## config.mk

```make
export PLATFORM = sky130hd
export DESIGN_NAME = exmem_pipe
export DESIGN_NICKNAME = d
export VERILOG_FILES = /design/src/rtl/control_unit_types_pkg.sv /design/src/rtl/cpu_types_pkg.sv /design/src/rtl/exmem_pipe_dmem_req_fsm.sv /design/src/rtl/exmem_pipe.sv
export SDC_FILE = /design/constraint.sdc
export NUM_CORES = 1
export LEC_CHECK = 0
export ABC_AREA = 1
export CORE_AREA = 2 2 122 124
export DETAILED_ROUTE_END_ITERATION = 10
export DIE_AREA = 0 0 124 126
export PLACE_DENSITY_LB_ADDON = 0.2
export SLEW_MARGIN = 40
export SYNTH_ARGS = -nofsm -noshare
export SYNTH_HDL_FRONTEND = slang
export SYNTH_SLANG_ARGS = --single-unit
```

## constraint.sdc

```tcl
create_clock -name CLK -period 1.55 [get_ports CLK]
set_clock_uncertainty 0.2 [all_clocks]
set_input_delay 0.31 -clock CLK [delete_from_list [all_inputs] [get_ports CLK]]
set_output_delay 0.31 -clock CLK [all_outputs]
set_load 0.03 [all_outputs]
```

## src/rtl/control_unit_types_pkg.sv

```systemverilog
// Control-path types shared by decode, hazard and pipeline-register blocks.
// No logic; type definitions only.
// Not applicable (no handshake).
package control_unit_types_pkg;

    // Write-back source select carried down the pipe
    typedef enum logic [1:0] {
        M2R_ALU = 2'd0,
        M2R_MEM = 2'd1,
        M2R_NPC = 2'd2,
        M2R_LUI = 2'd3
    } memtoreg_t;

    // EX/MEM data-memory request sequencer states
    typedef enum logic [1:0] {
        IDLE = 2'd0,
        REQ  = 2'd1,
        DONE = 2'd2
    } exmem_state_t;

endpackage

```

## src/rtl/cpu_types_pkg.sv

```systemverilog
// Shared datapath types: machine word and register-index widths.
// No logic; type definitions only.
// Not applicable (no handshake).
package cpu_types_pkg;

    localparam int WORD_W = 32;
    localparam int REG_W  = 5;

    typedef logic [WORD_W-1:0] word_t;
    typedef logic [REG_W-1:0]  regbits_t;

endpackage

```

## src/rtl/exmem_pipe_dmem_req_fsm.sv

```systemverilog
// Data-memory request sequencer for the EX/MEM stage: IDLE -> REQ -> DONE.
// Request strobes assert the cycle after a latch; they drop the cycle after dhit.
// While in REQ it reports busy and ignores stall/flush until dhit arrives.
module dmem_req_fsm
    import control_unit_types_pkg::*;
(
    input  logic CLK,
    input  logic nRST,
    input  logic latch,
    input  logic req_rd,
    input  logic req_wr,
    input  logic dhit,
    output logic dmemREN,
    output logic dmemWEN,
    output logic busy,
    output logic load_hit
);

    exmem_state_t state_q, state_d;
    logic         ren_q, ren_d;
    logic         wen_q, wen_d;

    // Next-state and next-strobe selection; a combined read+write request becomes a read
    always_comb begin
        state_d = state_q;
        ren_d   = ren_q;
        wen_d   = wen_q;
        case (state_q)
            REQ: begin
                if (dhit) begin
                    state_d = DONE;
                    ren_d   = 1'b0;
                    wen_d   = 1'b0;
                end
            end
            default: begin
                if (latch) begin
                    if (req_rd || req_wr) begin
                        state_d = REQ;
                        ren_d   = req_rd;
                        wen_d   = req_wr & ~req_rd;
                    end else begin
                        state_d = IDLE;
                        ren_d   = 1'b0;
                        wen_d   = 1'b0;
                    end
                end
            end
        endcase
    end

    // State and registered strobes; reset abandons any outstanding request
    always_ff @(posedge CLK) begin
        if (!nRST) begin
            state_q <= IDLE;
            ren_q   <= 1'b0;
            wen_q   <= 1'b0;
        end else begin
            state_q <= state_d;
            ren_q   <= ren_d;
            wen_q   <= wen_d;
        end
    end

    assign dmemREN  = ren_q;
    assign dmemWEN  = wen_q;
    assign busy     = (state_q == REQ);
    assign load_hit = (state_q == REQ) & dhit & ren_q;

endmodule

```

## src/rtl/exmem_pipe.sv

```systemverilog
// EX/MEM pipeline register with data-memory request handshake; EXMEM_PERF_EN adds perf counters.
// Fields update 1 cycle after a latch cycle (en=1, not busy, not halted).
// mem_busy stalls the hazard unit while a request waits for dhit; halt freezes the stage.
module exmem_pipe
    import cpu_types_pkg::*;
    import control_unit_types_pkg::*;
(
    input  logic      CLK,
    input  logic      nRST,
    input  logic      en,
    input  logic      flush,
    input  logic      ex_valid,
    input  logic      ex_RegWEN,
    input  memtoreg_t ex_MemtoReg,
    input  logic      ex_dRENi,
    input  logic      ex_dWENi,
    input  logic      ex_halt,
    input  regbits_t  ex_wsel,
    input  word_t     ex_aluout,
    input  word_t     ex_storedata,
    input  word_t     ex_npc,
    output logic      mem_valid,
    output logic      mem_RegWEN,
    output memtoreg_t mem_MemtoReg,
    output logic      mem_halt,
    output regbits_t  mem_wsel,
    output word_t     mem_aluout,
    output word_t     mem_npc,
    output word_t     mem_dload,
    output logic      dmemREN,
    output logic      dmemWEN,
    output word_t     dmemaddr,
    output word_t     dmemstore,
    input  logic      dhit,
    input  word_t     dmemload,
`ifdef EXMEM_PERF_EN
    output word_t     perf_stall,
    output word_t     perf_commit,
`endif
    output logic      mem_busy
);

    logic      valid_q, valid_d;
    logic      regwen_q, regwen_d;
    memtoreg_t m2r_q, m2r_d;
    logic      halt_q, halt_d;
    regbits_t  wsel_q, wsel_d;
    word_t     aluout_q, aluout_d;
    word_t     npc_q, npc_d;
    word_t     store_q, store_d;
    word_t     dload_q, dload_d;

    logic latch;
    logic busy;
    logic load_hit;
    logic req_rd;
    logic req_wr;

    assign latch  = en & ~busy & ~halt_q;
    assign req_rd = ex_valid & ~flush & ex_dRENi;
    assign req_wr = ex_valid & ~flush & ex_dWENi;

    dmem_req_fsm u_req_fsm (
        .CLK      (CLK),
        .nRST     (nRST),
        .latch    (latch),
        .req_rd   (req_rd),
        .req_wr   (req_wr),
        .dhit     (dhit),
        .dmemREN  (dmemREN),
        .dmemWEN  (dmemWEN),
        .busy     (busy),
        .load_hit (load_hit)
    );

    // Pipeline field update: copy EX on latch, then squash control bits on flush
    always_comb begin
        valid_d  = valid_q;
        regwen_d = regwen_q;
        m2r_d    = m2r_q;
        halt_d   = halt_q;
        wsel_d   = wsel_q;
        aluout_d = aluout_q;
        npc_d    = npc_q;
        store_d  = store_q;
        dload_d  = load_hit ? dmemload : dload_q;
        if (latch) begin
            valid_d  = ex_valid;
            regwen_d = ex_RegWEN;
            m2r_d    = ex_MemtoReg;
            halt_d   = ex_valid & ex_halt;
            wsel_d   = ex_wsel;
            aluout_d = ex_aluout;
            npc_d    = ex_npc;
            store_d  = ex_storedata;
            if (flush) begin
                valid_d  = 1'b0;
                regwen_d = 1'b0;
                halt_d   = 1'b0;
            end
        end
    end

    // Pipeline field registers; halt stays set because it blocks every later latch
    always_ff @(posedge CLK) begin
        if (!nRST) begin
            valid_q  <= 1'b0;
            regwen_q <= 1'b0;
            m2r_q    <= M2R_ALU;
            halt_q   <= 1'b0;
            wsel_q   <= '0;
            aluout_q <= 32'h0;
            npc_q    <= 32'h0;
            store_q  <= 32'h0;
            dload_q  <= 32'h0;
        end else begin
            valid_q  <= valid_d;
            regwen_q <= regwen_d;
            m2r_q    <= m2r_d;
            halt_q   <= halt_d;
            wsel_q   <= wsel_d;
            aluout_q <= aluout_d;
            npc_q    <= npc_d;
            store_q  <= store_d;
            dload_q  <= dload_d;
        end
    end

`ifdef EXMEM_PERF_EN
    word_t stall_cnt_q, stall_cnt_d;
    word_t commit_cnt_q, commit_cnt_d;

    // Counter increments; natural 32-bit wrap
    always_comb begin
        stall_cnt_d  = stall_cnt_q  + {31'b0, (busy | ~en)};
        commit_cnt_d = commit_cnt_q + {31'b0, (latch & ex_valid & ~flush)};
    end

    // Counter registers
    always_ff @(posedge CLK) begin
        if (!nRST) begin
            stall_cnt_q  <= 32'h0;
            commit_cnt_q <= 32'h0;
        end else begin
            stall_cnt_q  <= stall_cnt_d;
            commit_cnt_q <= commit_cnt_d;
        end
    end

    assign perf_stall  = stall_cnt_q;
    assign perf_commit = commit_cnt_q;
`endif

    assign mem_valid    = valid_q;
    assign mem_RegWEN   = regwen_q;
    assign mem_MemtoReg = m2r_q;
    assign mem_halt     = halt_q;
    assign mem_wsel     = wsel_q;
    assign mem_aluout   = aluout_q;
    assign mem_npc      = npc_q;
    assign mem_dload    = dload_q;
    assign dmemaddr     = aluout_q;
    assign dmemstore    = store_q;
    assign mem_busy     = busy;

endmodule

```

; Yosys cells after proc, flatten, opt, wreduce, memory -nomap -nowiden
; Cells that the tools add are included.
[word_totals]
input_bits = 145
out_inout_bits = 173
latchBits = 0
mem_bits_ro = 0
wordCells = 44
memories = 0
ramBits = 0
ff_bits = 142
[classes]
div_mod_pow = 0
magnitude_cmp = 0
addsub = 0
n_eq_ne = 2
n_shift = 0
n_bitwise = 13
multipliers = 0
mux = 14
n_reduce_logical = 3
[ops]
columns = op, count
row1 = $mux 1, 11
row2 = $and 1x1->1, 9
row3 = $mux 2, 3
row4 = $not 1->1, 4
row5 = $eq 2x1->1 const B, 1
row6 = $ne 2x2->1 const B, 1
row7 = $reduce_and 2->1, 1
row8 = $reduce_bool 2->1, 1
row9 = $logic_or 1x1->1, 1

; Longest topological paths before layout
[logic_depth]
word_depth = 8
ltp_mapped = 8
mapped_depth_nobuf = 7

; By module
; A second synthesis with hierarchy kept.
[hier_totals]
hier_cells = 883
area_unflattened_um2 = 5924.4
[by_module_without_submodules]
columns = module, n_inst, cells_each, area_each_um2, seq_area_each_um2
row1 = exmem_pipe, 1, 856, 5738.0, 2762.6
row2 = dmem_req_fsm, 1, 27, 186.4, 80.1

; Least setup slack after synthesis
; No wires, ideal clock.
[synth_timing]
path_kind = register to register
from = register halt_q (netlist: mem_halt)
to = register aluout_q[0] (netlist: dmemaddr[0])
arrival_time_ns = 1.178
synth_period_minus_slack_ns = 1.494
stages_incl_launch_ff = 8
setup_time_ns = 0.116
slack_ns = 0.056
cell_sequence = dfxtp_1 > nor2_4 > nand2_4 > inv_4 > buf_6 > buf_6 > nor2_1 > nor2_1
[synth_between]
elab_chain_len = 2
[synth_lines]
columns = element, line_no
row1 = start: declaration, exmem_pipe.sv:46  ; logic halt_q, halt_d;
row2 = start signal: assignment, exmem_pipe.sv:120  ; halt_q <= halt_d;
row3 = $not 1->1, exmem_pipe.sv:59  ; assign latch = en & ~busy & ~halt_q;
row4 = $and 1x1->1, exmem_pipe.sv:59
row5 = end signal: assignment, exmem_pipe.sv:122  ; aluout_q <= aluout_d;
row6 = end: declaration, exmem_pipe.sv:48  ; word_t aluout_q, aluout_d;
; No other way between the ends.
; A chain may end at the register's enable or synchronous reset.

; Worst setup path in the final report
[layout_timing]
from = register u_req_fsm.state_q[1]
to = output mem_busy
[layout_between]
elab_chain_len = 1
[layout_lines]
columns = element, line_no
row1 = start: declaration, exmem_pipe_dmem_req_fsm.sv:19  ; exmem_state_t state_q, state_d;
row2 = start signal: assignment, exmem_pipe_dmem_req_fsm.sv:59  ; state_q <= state_d;
row3 = $eq 2x1->1, exmem_pipe_dmem_req_fsm.sv:67  ; assign busy = (state_q == REQ);
row4 = end: declaration, exmem_pipe.sv:40  ; output logic mem_busy
; No other way between the ends.

==> flow_metrics.tcl <==
set metrics [dict create \
    endpoint_kind "output pin" \
    track_usage_pct 21.1 \
    dieWidth_um 124 \
    reg2reg_from "u_req_fsm.state_q[1]" \
    dieHeight_um 126 \
    slew_headroom_pct 82.7 \
    drt_iter0_markers 276 \
    tritoncts "done" \
    tightest_slew_ps 260 \
    dr.pass1.iters 4 \
    ys_seq_elements 142 \
    core-area_um2 14300 \
    synth-simple-area-share_pct 22.1 \
    root_buffer "clkbuf_16" \
    fin_area_um2 9130 \
    leakagePower_nw 4.13 \
    synth_fp_nets 812 \
    status "completed" \
    cp_max_fo 2 \
    clk_latency_ps 410 \
    final_cell_mix "279 x nor2_1, 143 x clkdlybuf4s50_1, 138 x dfxtp_1" \
    vias_per_cell 4.57 \
    cp_data_required_time_ps 1040 \
    max_freq_ghz 0.646 \
    place_area_um2 8680 \
    start_util_pct 36.6 \
    vdd_ir_drop_max_v 0.000677 \
    yosysWarnings 0 \
    seq_area_frac_synth_pct 54.3 \
    synth_compound_area_share_pct 13.5 \
    antenna_cells 0 \
    rsz0062_at_grt "yes" \
    routed_wl_um 17200 \
    holdCritPathClass "in2reg" \
    grt_pass1_vias 4939 \
    avgRoutedWirePerCell_um 14.9 \
    maxCapViolCount 0 \
    hold_depth 4 \
    num_rows 44 \
    clk_pin_slew_ps 60 \
    hpwl_um 11800 \
    fin_crit_sh_pct 99.9 \
    worst-setup-path-type "reg2out" \
    rrSetupSlack_ps 40 \
    whs_endpoint "mem_dload[4]" \
    cts_hold_buf 0 \
    cts_made_buffers 17 \
    dp.cells 1121 \
    drive_gt1_share_pct 27.9 \
    clockBufferDepth 2 \
    drv_slew 0 \
    cp.arrival_ps 1040 \
    io_pins 318 \
    synth_top_family_by_area "simple AND/OR/NAND/NOR gates" \
    synthMuxAreaShare_pct 0 \
    worst_r2r_endpoint "mem_dload[24]" \
    antenna_found_initial 0 \
    grt_max_degree 69 \
    finalSetupTns_ps 0 \
    yosys.area_share.xor_xnor_pct 0 \
    cts_sinks 142 \
    syn_area_per_cell_um2 7.85 \
    powerDensity_nw_per_um2 1170 \
    final_nets 1108 \
    finish.utilization_pct 63.8 \
    place.gp.congestion 0.752 \
    reg2reg_depth 8 \
    yosys.area_share.adder_pct 0 \
    io_buffers 317 \
    setup_violations 0 \
    instances_no_fill 1160 \
    synth.distinct_cells 20 \
    vias 5303 \
    htreeDepth 4 \
    remaining_drc_errors 0 \
    min-delay-start "nRST" \
    totalPowerFinal_mw 10.6 \
    grt_pass1_wl_um 25400 \
    synth_cells 667 \
    syn2layout_area_growth_pct 74.4 \
    finalHoldViolations 0 \
    grt_overflow 0 \
    start_kind "register" \
    drtAntennaViolNets 0 \
    dieArea_um2 15600 \
    final_common_cell "nor2_1" \
    final.min_clock_period_ps 1550 \
    syn_area_um2 5230 \
]
-- kinds of logic after synthesis --
kind of cell	count (synthesis)
buf+inv	87
flops	142
simple gates	297
compound gates	141
-- critical path: stages, from the launching register on --
cell and delay, ps:
dfxtp_2 330, inv_4 70, nand2_4 50, inv_2 50, buf_6 120
-- timing repair --
item                                    in CTS  in global routing
endpoints found under the setup margin      95                105
resized for setup                          462                 57
pin swaps                                    1                 20
setup buffers                                2                  0
gates cloned                                 0                  5
-- stage by stage --
step	hold slack (ps)	setup WS, ps
6_report	180	2.19
5_1_grt	193	-57.5
4_1_cts	158	-28.7
3_5_place_dp	270	-313
3_3_place_gp	260	-268
2_1_floorplan	245	56.2
-- how the worst max path moves through the flow --
stage / from / end / slack (ps)
6_report: u_req_fsm.state_q[1] / mem_busy / 2
5_1_grt: u_req_fsm.state_q[1] / mem_dload[24] / -60
4_1_cts: u_req_fsm.state_q[1] / mem_busy / -30
3_5_place_dp: dhit / mem_dload[9] / -310
3_3_place_gp: en / mem_RegWEN / -270
2_1_floorplan: mem_halt / dmemaddr[0] / 60
-- state kept, by name, summed over array words and instances, names as in the netlist --
| signal | count |
|---|---|
| dmemaddr | 32 |
| dmemstore | 32 |
| mem_dload | 32 |
| mem_npc | 32 |
| mem_wsel | 5 |
| mem_MemtoReg | 2 |
| u_req_fsm.state_q | 2 |
| mem_RegWEN | 1 |
| mem_halt | 1 |
| mem_valid | 1 |
| u_req_fsm.dmemREN | 1 |
| u_req_fsm.dmemWEN | 1 |
-- cell type report --
type	instances	area [um^2]
inverter	12	57.6
timing repair buffer	352	3400
multi-input combinational	438	1960
clock inverter	14	191
tap	184	230
fill	1299	5180
sequential	142	2850
clock buffer	18	439
-- cell usage after synthesis --
library cell    n  area (um^2)
nand2_2         1         6.26
buf_2          12         60.1
nor2_1        279         1050
clkbuf_1       19         71.3
inv_2           1         3.75
nand3_2         1         10.0
nand3_1         3         15.0
buf_4          35          263
nand2_4         1         11.3
inv_4           1         6.26
inv_1          10         37.5
o21ai_0       121          606
buf_6           7         78.8
o21ai_1        16         80.1
clkbuf_2        2         10.0
dfxtp_1       142         2840
nor2_4          2         22.5
nand2_1         8         30.0
a21oi_1         4         20.0
nand4_1         2         12.5
-- power by group --
group / leakage (nW) / internal [mW] / total (mW) / switching [mW]
registers: 1.17 / 3.90 / 4.07 / 0.171
logic: 2.66 / 1.02 / 2.24 / 1.23
clock network: 0.298 / 2.73 / 4.33 / 1.59
total: 4.13 / 7.65 / 10.6 / 2.99
-- metal layers --
layer | share of wire, % | global-route usage, %
met1 | 36 | 21.9
met2 | 50 | 36.1
met3 | 12 | 10.6
met4 | 2.2 | 8.26
met5 | 0 | 0
Note: power is estimated with default switching activity, not from simulation.
